==> config.mk <==
export PLATFORM = sky130hd
export DESIGN_NAME = lcd_byte_writer
export DESIGN_NICKNAME = d
export VERILOG_FILES = /design/src/rtl/lcd_byte_writer.sv
export SDC_FILE = /design/constraint.sdc
export NUM_CORES = 1
export LEC_CHECK = 0
export BUFFER_PORTS_ARGS = -buffer_cell sky130_fd_sc_hd__buf_2
export CORE_MARGIN = 10
export CORE_UTILIZATION = 47
export DETAILED_ROUTE_END_ITERATION = 12
export HOLD_SLACK_MARGIN = 0.03
export PLACE_DENSITY_LB_ADDON = 0.1
export SLEW_MARGIN = 20
export SYNTH_ARGS = -nofsm -noshare
export SYNTH_HDL_FRONTEND = slang
export SYNTH_SLANG_ARGS = --single-unit
==> constraint.sdc <==
create_clock -name clk -period 3 [get_ports clk]
set_input_delay 0.15 -clock clk [delete_from_list [all_inputs] [get_ports clk]]
set_output_delay 0.15 -clock clk [all_outputs]
set_load 0.05 [all_outputs]
==> src/rtl/lcd_byte_writer.sv <==
// Writes one byte to an HD44780-style LCD per custom instruction: drives the RS/E/DATA
// timing sequence, waits out the controller execution time, then pulses done.
module lcd_byte_writer #(
  parameter int unsigned SETUP_CYC = 2,
  parameter int unsigned PULSE_CYC = 12,
  parameter int unsigned HOLD_CYC  = 1,
  parameter int unsigned EXEC_CYC  = 2000,
  parameter int unsigned CLEAR_CYC = 80000,
  parameter int unsigned CNT_W     = 17
) (
  input  logic        clk,
  input  logic        reset,
  input  logic        clk_en,
  input  logic        start,
  input  logic [31:0] dataa,
  input  logic [31:0] datab,
  output logic [31:0] result,
  output logic        done,
  output logic        lcd_enable,
  output logic        lcd_rs,
  output logic        lcd_rw,
  output logic [7:0]  lcd_data
);

  // A zero cycle count is treated as one cycle, so the load value is max(n,1)-1.
  function automatic logic [CNT_W-1:0] load_val(input int unsigned n);
    return (n == 0) ? '0 : CNT_W'(n - 1);
  endfunction

  localparam logic [CNT_W-1:0] LD_SETUP = load_val(SETUP_CYC);
  localparam logic [CNT_W-1:0] LD_PULSE = load_val(PULSE_CYC);
  localparam logic [CNT_W-1:0] LD_HOLD  = load_val(HOLD_CYC);
  localparam logic [CNT_W-1:0] LD_EXEC  = load_val(EXEC_CYC);
  localparam logic [CNT_W-1:0] LD_CLEAR = load_val(CLEAR_CYC);

  typedef enum logic [2:0] {
    ST_IDLE,
    ST_SETUP,
    ST_PULSE,
    ST_HOLD,
    ST_WAIT,
    ST_DONE
  } state_t;

  state_t             state_q, state_d;
  logic [CNT_W-1:0]   cnt_q, cnt_d;
  logic               long_q, long_d;
  logic [7:0]         data_q, data_d;
  logic               rs_q, rs_d;
  logic               enable_q, enable_d;
  logic               done_q, done_d;
  logic [31:0]        result_q, result_d;

  logic unused_bits;
  assign unused_bits = ^{dataa[31:8], datab[31:1]};

  always_comb begin
    state_d  = state_q;
    cnt_d    = cnt_q;
    long_d   = long_q;
    data_d   = data_q;
    rs_d     = rs_q;
    enable_d = enable_q;
    done_d   = 1'b0;
    result_d = result_q;

    unique case (state_q)
      ST_IDLE: begin
        if (start) begin
          data_d  = dataa[7:0];
          rs_d    = datab[0];
          // Clear Display / Return Home need the long execution wait.
          long_d  = ~datab[0] && (dataa[7:0] inside {8'h01, 8'h02, 8'h03});
          cnt_d   = LD_SETUP;
          state_d = ST_SETUP;
        end
      end
      ST_SETUP: begin
        if (cnt_q == '0) begin
          enable_d = 1'b1;
          cnt_d    = LD_PULSE;
          state_d  = ST_PULSE;
        end else begin
          cnt_d = cnt_q - CNT_W'(1);
        end
      end
      ST_PULSE: begin
        if (cnt_q == '0) begin
          enable_d = 1'b0;
          cnt_d    = LD_HOLD;
          state_d  = ST_HOLD;
        end else begin
          cnt_d = cnt_q - CNT_W'(1);
        end
      end
      ST_HOLD: begin
        if (cnt_q == '0) begin
          cnt_d   = long_q ? LD_CLEAR : LD_EXEC;
          state_d = ST_WAIT;
        end else begin
          cnt_d = cnt_q - CNT_W'(1);
        end
      end
      ST_WAIT: begin
        if (cnt_q == '0) begin
          done_d   = 1'b1;
          result_d = {23'd0, rs_q, data_q};
          state_d  = ST_DONE;
        end else begin
          cnt_d = cnt_q - CNT_W'(1);
        end
      end
      ST_DONE: begin
        state_d = ST_IDLE;
      end
      default: begin
        enable_d = 1'b0;
        state_d  = ST_IDLE;
      end
    endcase
  end

  always_ff @(posedge clk) begin
    if (!reset) begin
      state_q  <= ST_IDLE;
      cnt_q    <= '0;
      long_q   <= 1'b0;
      data_q   <= '0;
      rs_q     <= 1'b0;
      enable_q <= 1'b0;
      done_q   <= 1'b0;
      result_q <= '0;
    end else if (clk_en) begin
      state_q  <= state_d;
      cnt_q    <= cnt_d;
      long_q   <= long_d;
      data_q   <= data_d;
      rs_q     <= rs_d;
      enable_q <= enable_d;
      done_q   <= done_d;
      result_q <= result_d;
    end
  end

  assign result     = result_q;
  assign done       = done_q;
  assign lcd_enable = enable_q;
  assign lcd_rs     = rs_q;
  assign lcd_rw     = 1'b0;
  assign lcd_data   = data_q;

endmodule

-- Word level (Yosys, flattened, before mapping)
Index checks and enable logic that the tools add are counted.
Widths: inputs -> output; s select.
- flip-flop bits (word level): 41
- bits of input ports: 68
- output and inout port bits: 44
- word-level logic and storage cells: 54
- $add $sub $neg: 1
- eq/ne operators: 14
- multiplexer cells: 18
- bitwise logic cells: 2
- reductions and logical operators: 11
- operator list (kind ; number):
    $mux 17 ; 6
    $pmux 17 s5 ; 1
    $logic_not 17->1 ; 1
    $sub 17x1->17 const B ; 1
    $eq 8x2->1 const B ; 2
    $mux 3 ; 5
    $pmux 3 s5 ; 1
    $ne 2x2->1 const B ; 6
    $eq 8x1->1 const B ; 1
    $reduce_and 4->1 ; 2
    $eq 3x2->1 const B ; 2
    $eq 3x3->1 const B ; 2
    $reduce_and 3->1 ; 2
    $reduce_and 6->1 ; 1
    $reduce_bool 5->1 ; 1
    $mux 1 ; 4
    $reduce_or 4->1 ; 1
    $eq 3x1->1 const B ; 1
    $logic_not 3->1 ; 1
    $pmux 1 s3 ; 1
    $reduce_bool 3->1 ; 1
    $not 1->1 ; 2
    $logic_and 1x1->1 ; 1

-- Depth between registers and ports, before layout
- depth in word-level cells: 4
- mapped depth: 10
- mapped depth without buffers: 7

-- Least setup slack after synthesis
No wires, ideal clock.
- kind: reg-to-reg
- from: register cnt_q[0]
- to: register cnt_q[16]
- setup time: 0.121 ns
- arrival time: 1.986 ns
- required time: 2.879 ns
- setup slack: 0.893 ns
- cell stages (with the launch flop): 8
- path buffers: 0
- period minus slack after synthesis: 2.107 ns
- cell sequence: dfxtp_1 -> inv_1 -> ha_1 -> or3b_2 -> or3_4 -> or3b_1 -> a21oi_1 -> o21ai_1
- longest elaborated chain between the ends: 3
- elaborated cells on any way between the ends: 9
- RTL lines (item ; line ; text):
    from (decl) ; 46 ; logic [CNT_W-1:0] cnt_q, cnt_d;
    from (signal assigned) ; 135 ; cnt_q <= cnt_d;
    $sub 17x1->17 or $logic_not 17->1 (tied branches) ; - ;
    $mux 17, or another cell as far along ; 105 ; if (cnt_q == '0) begin
    $pmux 17 s5 or $reduce_and 4->1 (tied branches) ; - ;
Several ways; a longest one is shown, not always the timed one. The select of a mux whose other input is x is not followed.
A chain may end at the register's enable or synchronous reset.

-- Final worst setup path
- from: register cnt_q[4]
- to: register cnt_q[2]
- longest elaborated chain between the ends: 3
- elaborated cells on any way between the ends: 7
- RTL lines (item ; line ; text):
    $logic_not 17->1 (*) ; - ;
    $mux 17, or another cell as far along ; 97 ; if (cnt_q == '0) begin
    $pmux 17 s5 or $reduce_and 4->1 (tied branches) ; - ;
Every way passes the cells marked *; elsewhere a longest branch is shown, timed or not.

==> flow_metrics.env <==
export IMPL_rows=25
export IMPL_status="finished clean"
export IMPL_rsz0062_at_grt="false"
export IMPL_synth_top_family_by_area="simple AND/OR/NAND/NOR gates"
export IMPL_synth_compound_area_share_pct=19.38
export IMPL_min_to="lcd_data[4]$_SDFFE_PN0P_"
export IMPL_fin_crit_sh_pct=81.96
export IMPL_grtUsageTotal_pct=13.93
export IMPL_crit_chain="or4_1 -> nor2_2 -> a21oi_1 -> buf_4 -> a311oi_1 -> o32ai_1"
export IMPL_cts_tree="built"
export IMPL_synth_mux_area_share_pct=7.623
export IMPL_grt_pass1_vias=2068
export IMPL_clk_pin_slew_worst_paths_ns=0.09
export IMPL_synth_fa_ha_area_share_pct=1.059
export IMPL_hold_viol_final=0
export IMPL_cpPeakStageDelay_ns=0.66
export IMPL_ys_warn_count=0
export IMPL_pin_count=112
export IMPL_r2r_cells=6
export IMPL_gp_congestion=0.8049
export IMPL_cts_resized=0
export IMPL_synth_edf_count=0
export IMPL_num_vias=2148
export IMPL_switching_power_uw=1996
export IMPL_cp_slowest_cell="or4_1"
export IMPL_firstDrtPassIters=6
export IMPL_fin_tns_setup_ns=0
export IMPL_grt_start_max_net_pins=36
export IMPL_cts_htree_levels=2
export IMPL_dp_hpwl_microns=4344
export IMPL_fin_nets=387
export IMPL_wl_per_cell_microns=15.45
export IMPL_sw_frac_of_total_pct=54.13
export IMPL_drv_slew=0
export IMPL_synth_top_cell_by_area="dfxtp_1"
export IMPL_cts_buffer_depth=2
export IMPL_synthFlopType="dfxtp_1"
export IMPL_worst_r2r_setup_slack_ns=0.54
export IMPL_fin_skew_ns=0.009136
export IMPL_start_util_pct=49.39
export IMPL_crit_path_end_kind="flop"
export IMPL_n_fill_cell=488
export IMPL_synthCells=289
export IMPL_slew_headroom_pct=64.08
export IMPL_r2r_end="cnt_q[2]$_SDFFE_PN0P_"
export IMPL_seqPwrFrac_pct=22.8
export IMPL_wl_microns=5949
export IMPL_timing_rr_start="cnt_q[4]$_SDFFE_PN0P_"
export IMPL_p_leak_uw=0.001191
export IMPL_synth_cell_types=54
export IMPL_core_area_sq_um=4786
export IMPL_synth_most_common_cell="dfxtp_1"
export IMPL_drc_errors=0
export IMPL_peakVddDrop_uv=542.5
export IMPL_comb_power_share_pct=66.6
export IMPL_max_freq_mhz=406.7
export IMPL_synth_xor_area_share_pct=0.3706
export IMPL_viasPerCell=5.579
export IMPL_yosys_area_share_simple_pct=24.46
export IMPL_dieHeight_microns=90.92
export IMPL_yosysTopAreaCellShare_pct=34.73
export IMPL_cts_buffers_inserted=5
export IMPL_min_path_cells=3
export IMPL_cp_max_fo=10
export IMPL_dr_first_iter_drc_count=121
export IMPL_cell_internal_pwr_uw=1691
export IMPL_antenna_found_initial=0
export IMPL_cts_sinks=41
export IMPL_power_frac_clock_pct=10.6
export IMPL_drive_above_1_share_pct=17.92
export IMPL_total_power_uw=3687
export IMPL_syn_avg_cell_area_sq_um=8.178
export IMPL_min_period_ns=2.459
export IMPL_synth_async_reset_ratio_pct=0
export IMPL_die_w_microns=90.92
export IMPL_path_class="reg -> reg"
export IMPL_antenna_cells=0
export IMPL_hold_class="in -> reg"
export IMPL_ant_nets=0
export IMPL_syn2layout_area_growth_pct=10.01
export IMPL_ys_seq_area_share_pct=34.73
export IMPL_synth_seq_cells=41
export IMPL_clock_latency_ns=0.31
export IMPL_powerDensity_nw_per_um2=1418
export IMPL_synth_common_cells="dfxtp_1 (41), nor2_1 (30), buf_4 (24)"
export IMPL_cts_hold_buf=0
export IMPL_min_from="dataa[4]"
export IMPL_grt_pass1_wl_microns=9777
export IMPL_postCtsSetupBuffers=0
export IMPL_syn_cell_area_sq_um=2364
export IMPL_synth_top_cells_by_area="dfxtp_1 (35%), mux2i_1 (7.6%), buf_4 (7.6%)"
export IMPL_critical_path_startpoint_type="flop"
export IMPL_worst_pin_slew_ns=0.5313
export IMPL_required_ns=3.18
export IMPL_dieArea_sq_um=8266
export IMPL_drv_cap=0
export IMPL_overflow=0
export IMPL_arrival_ns=2.63
export IMPL_cts_root_buffer="clkbuf_8"
export IMPL_finalSetupViolCount=0
export IMPL_portBuffers=32
placed cells by master, fill, tap and decap left out, types with 3 or more instances in the layout:
cell type and instances:
dfxtp_1 41, buf_2 32, nor2_1 30, conb_1 24
a21oi_1 20, mux2i_1 18, nand2_1 16, nor3_1 14
o21ai_0 13, buf_4 10, inv_1 6, nand3_1 6
a31oi_1 6, nand4b_1 5, and3_1 5, a211oi_1 5
clkbuf_8 5, or4_1 3, or3_1 3, nor4_1 3
o31ai_1 3, a311oi_1 3
critical path, delay by kind of cell (launching register included):
family | cells | cell delay, ns
buffers and inverters | 1 | 0.23
and+or+nand+nor | 2 | 1.04
DFF | 1 | 0.37
AOI/OAI and AO/OA | 3 | 0.68
power groups by stage:
stage          Sequential (uW)  Combinational (uW)  Clock [uW]
2_1_floorplan              860                1910           0
3_3_place_gp               849                2440           0
3_5_place_dp               846                2440           0
4_1_cts                    835                2450         402
5_1_grt                    860                2740         426
6_report                   841                2450         391
layout make-up:
cell class                      instances  area (sq um)  area share [%]
Clock buffer                            5         68.82           2.647
Timing Repair Buffer                   42         235.2           9.047
Clock inverter                          3         25.02          0.9625
Inverter                                7         26.28           1.011
Sequential cell                        41         820.8           31.57
Tap cell                               67         83.83           3.224
Multi-Input combinational cell        220          1340           51.54
flip-flops by register name, indices dropped and copies added, names as in the netlist:
signal	count
state_q	3
result	9
long_q	1
lcd_data	8
lcd_enable	1
cnt_q	17
done	1
lcd_rs	1
per-stage QoR:
step / std cells / hold slack (ns) / worst slack, ns / utilization [%] / instance area, sq um
detailed placement: 377 / 0.4019 / 0.5989 / 52.37 / 2506
CTS: 385 / 0.07846 / 0.5658 / 54.33 / 2600
floorplan: 312 / 0.2834 / 0.8930 / - / 2450
finish: 385 / 0.07911 / 0.5412 / 54.33 / 2600
global route: 385 / 0.08163 / 0.4031 / 54.33 / 2600
global placement: 377 / 0.3928 / 0.6163 / 52.37 / 2506
kinds of logic after synthesis:
kind of cell	Yosys count
AOI/OAI and AO/OA	69
xor gates and xnor gates	1
adders and majority gates	2
buffers and inverters	51
DFF	41
muxes	18
other	1
and+or+nand+nor	106
worst max-delay path by stage:
stage	from	endpoint	slack, ns	depth (start not counted)
after global placement	cnt_q[4]$_SDFFE_PN0P_	cnt_q[7]$_SDFFE_PN0P_	0.62	6
final	cnt_q[4]$_SDFFE_PN0P_	cnt_q[2]$_SDFFE_PN0P_	0.54	6
after global routing	cnt_q[4]$_SDFFE_PN0P_	cnt_q[7]$_SDFFE_PN0P_	0.40	6
after CTS	cnt_q[4]$_SDFFE_PN0P_	cnt_q[7]$_SDFFE_PN0P_	0.57	6
after floorplan	cnt_q[0]$_SDFFE_PN0P_	cnt_q[16]$_SDFFE_PN0P_	0.89	7
after detailed placement	cnt_q[4]$_SDFFE_PN0P_	cnt_q[7]$_SDFFE_PN0P_	0.60	6
per-layer routing:
layer	vias to the layer above	wire, microns	part of all wire, %	global-route usage, %
met5	-	0	0	0
met4	0	120	2.0	4.961
met3	11	433	7.3	4.821
met2	67	2634	44	21.75
met1	999	2760	46	17.35
li1	1071	-	-	-
Note: power is estimated with default switching activity, not from simulation.
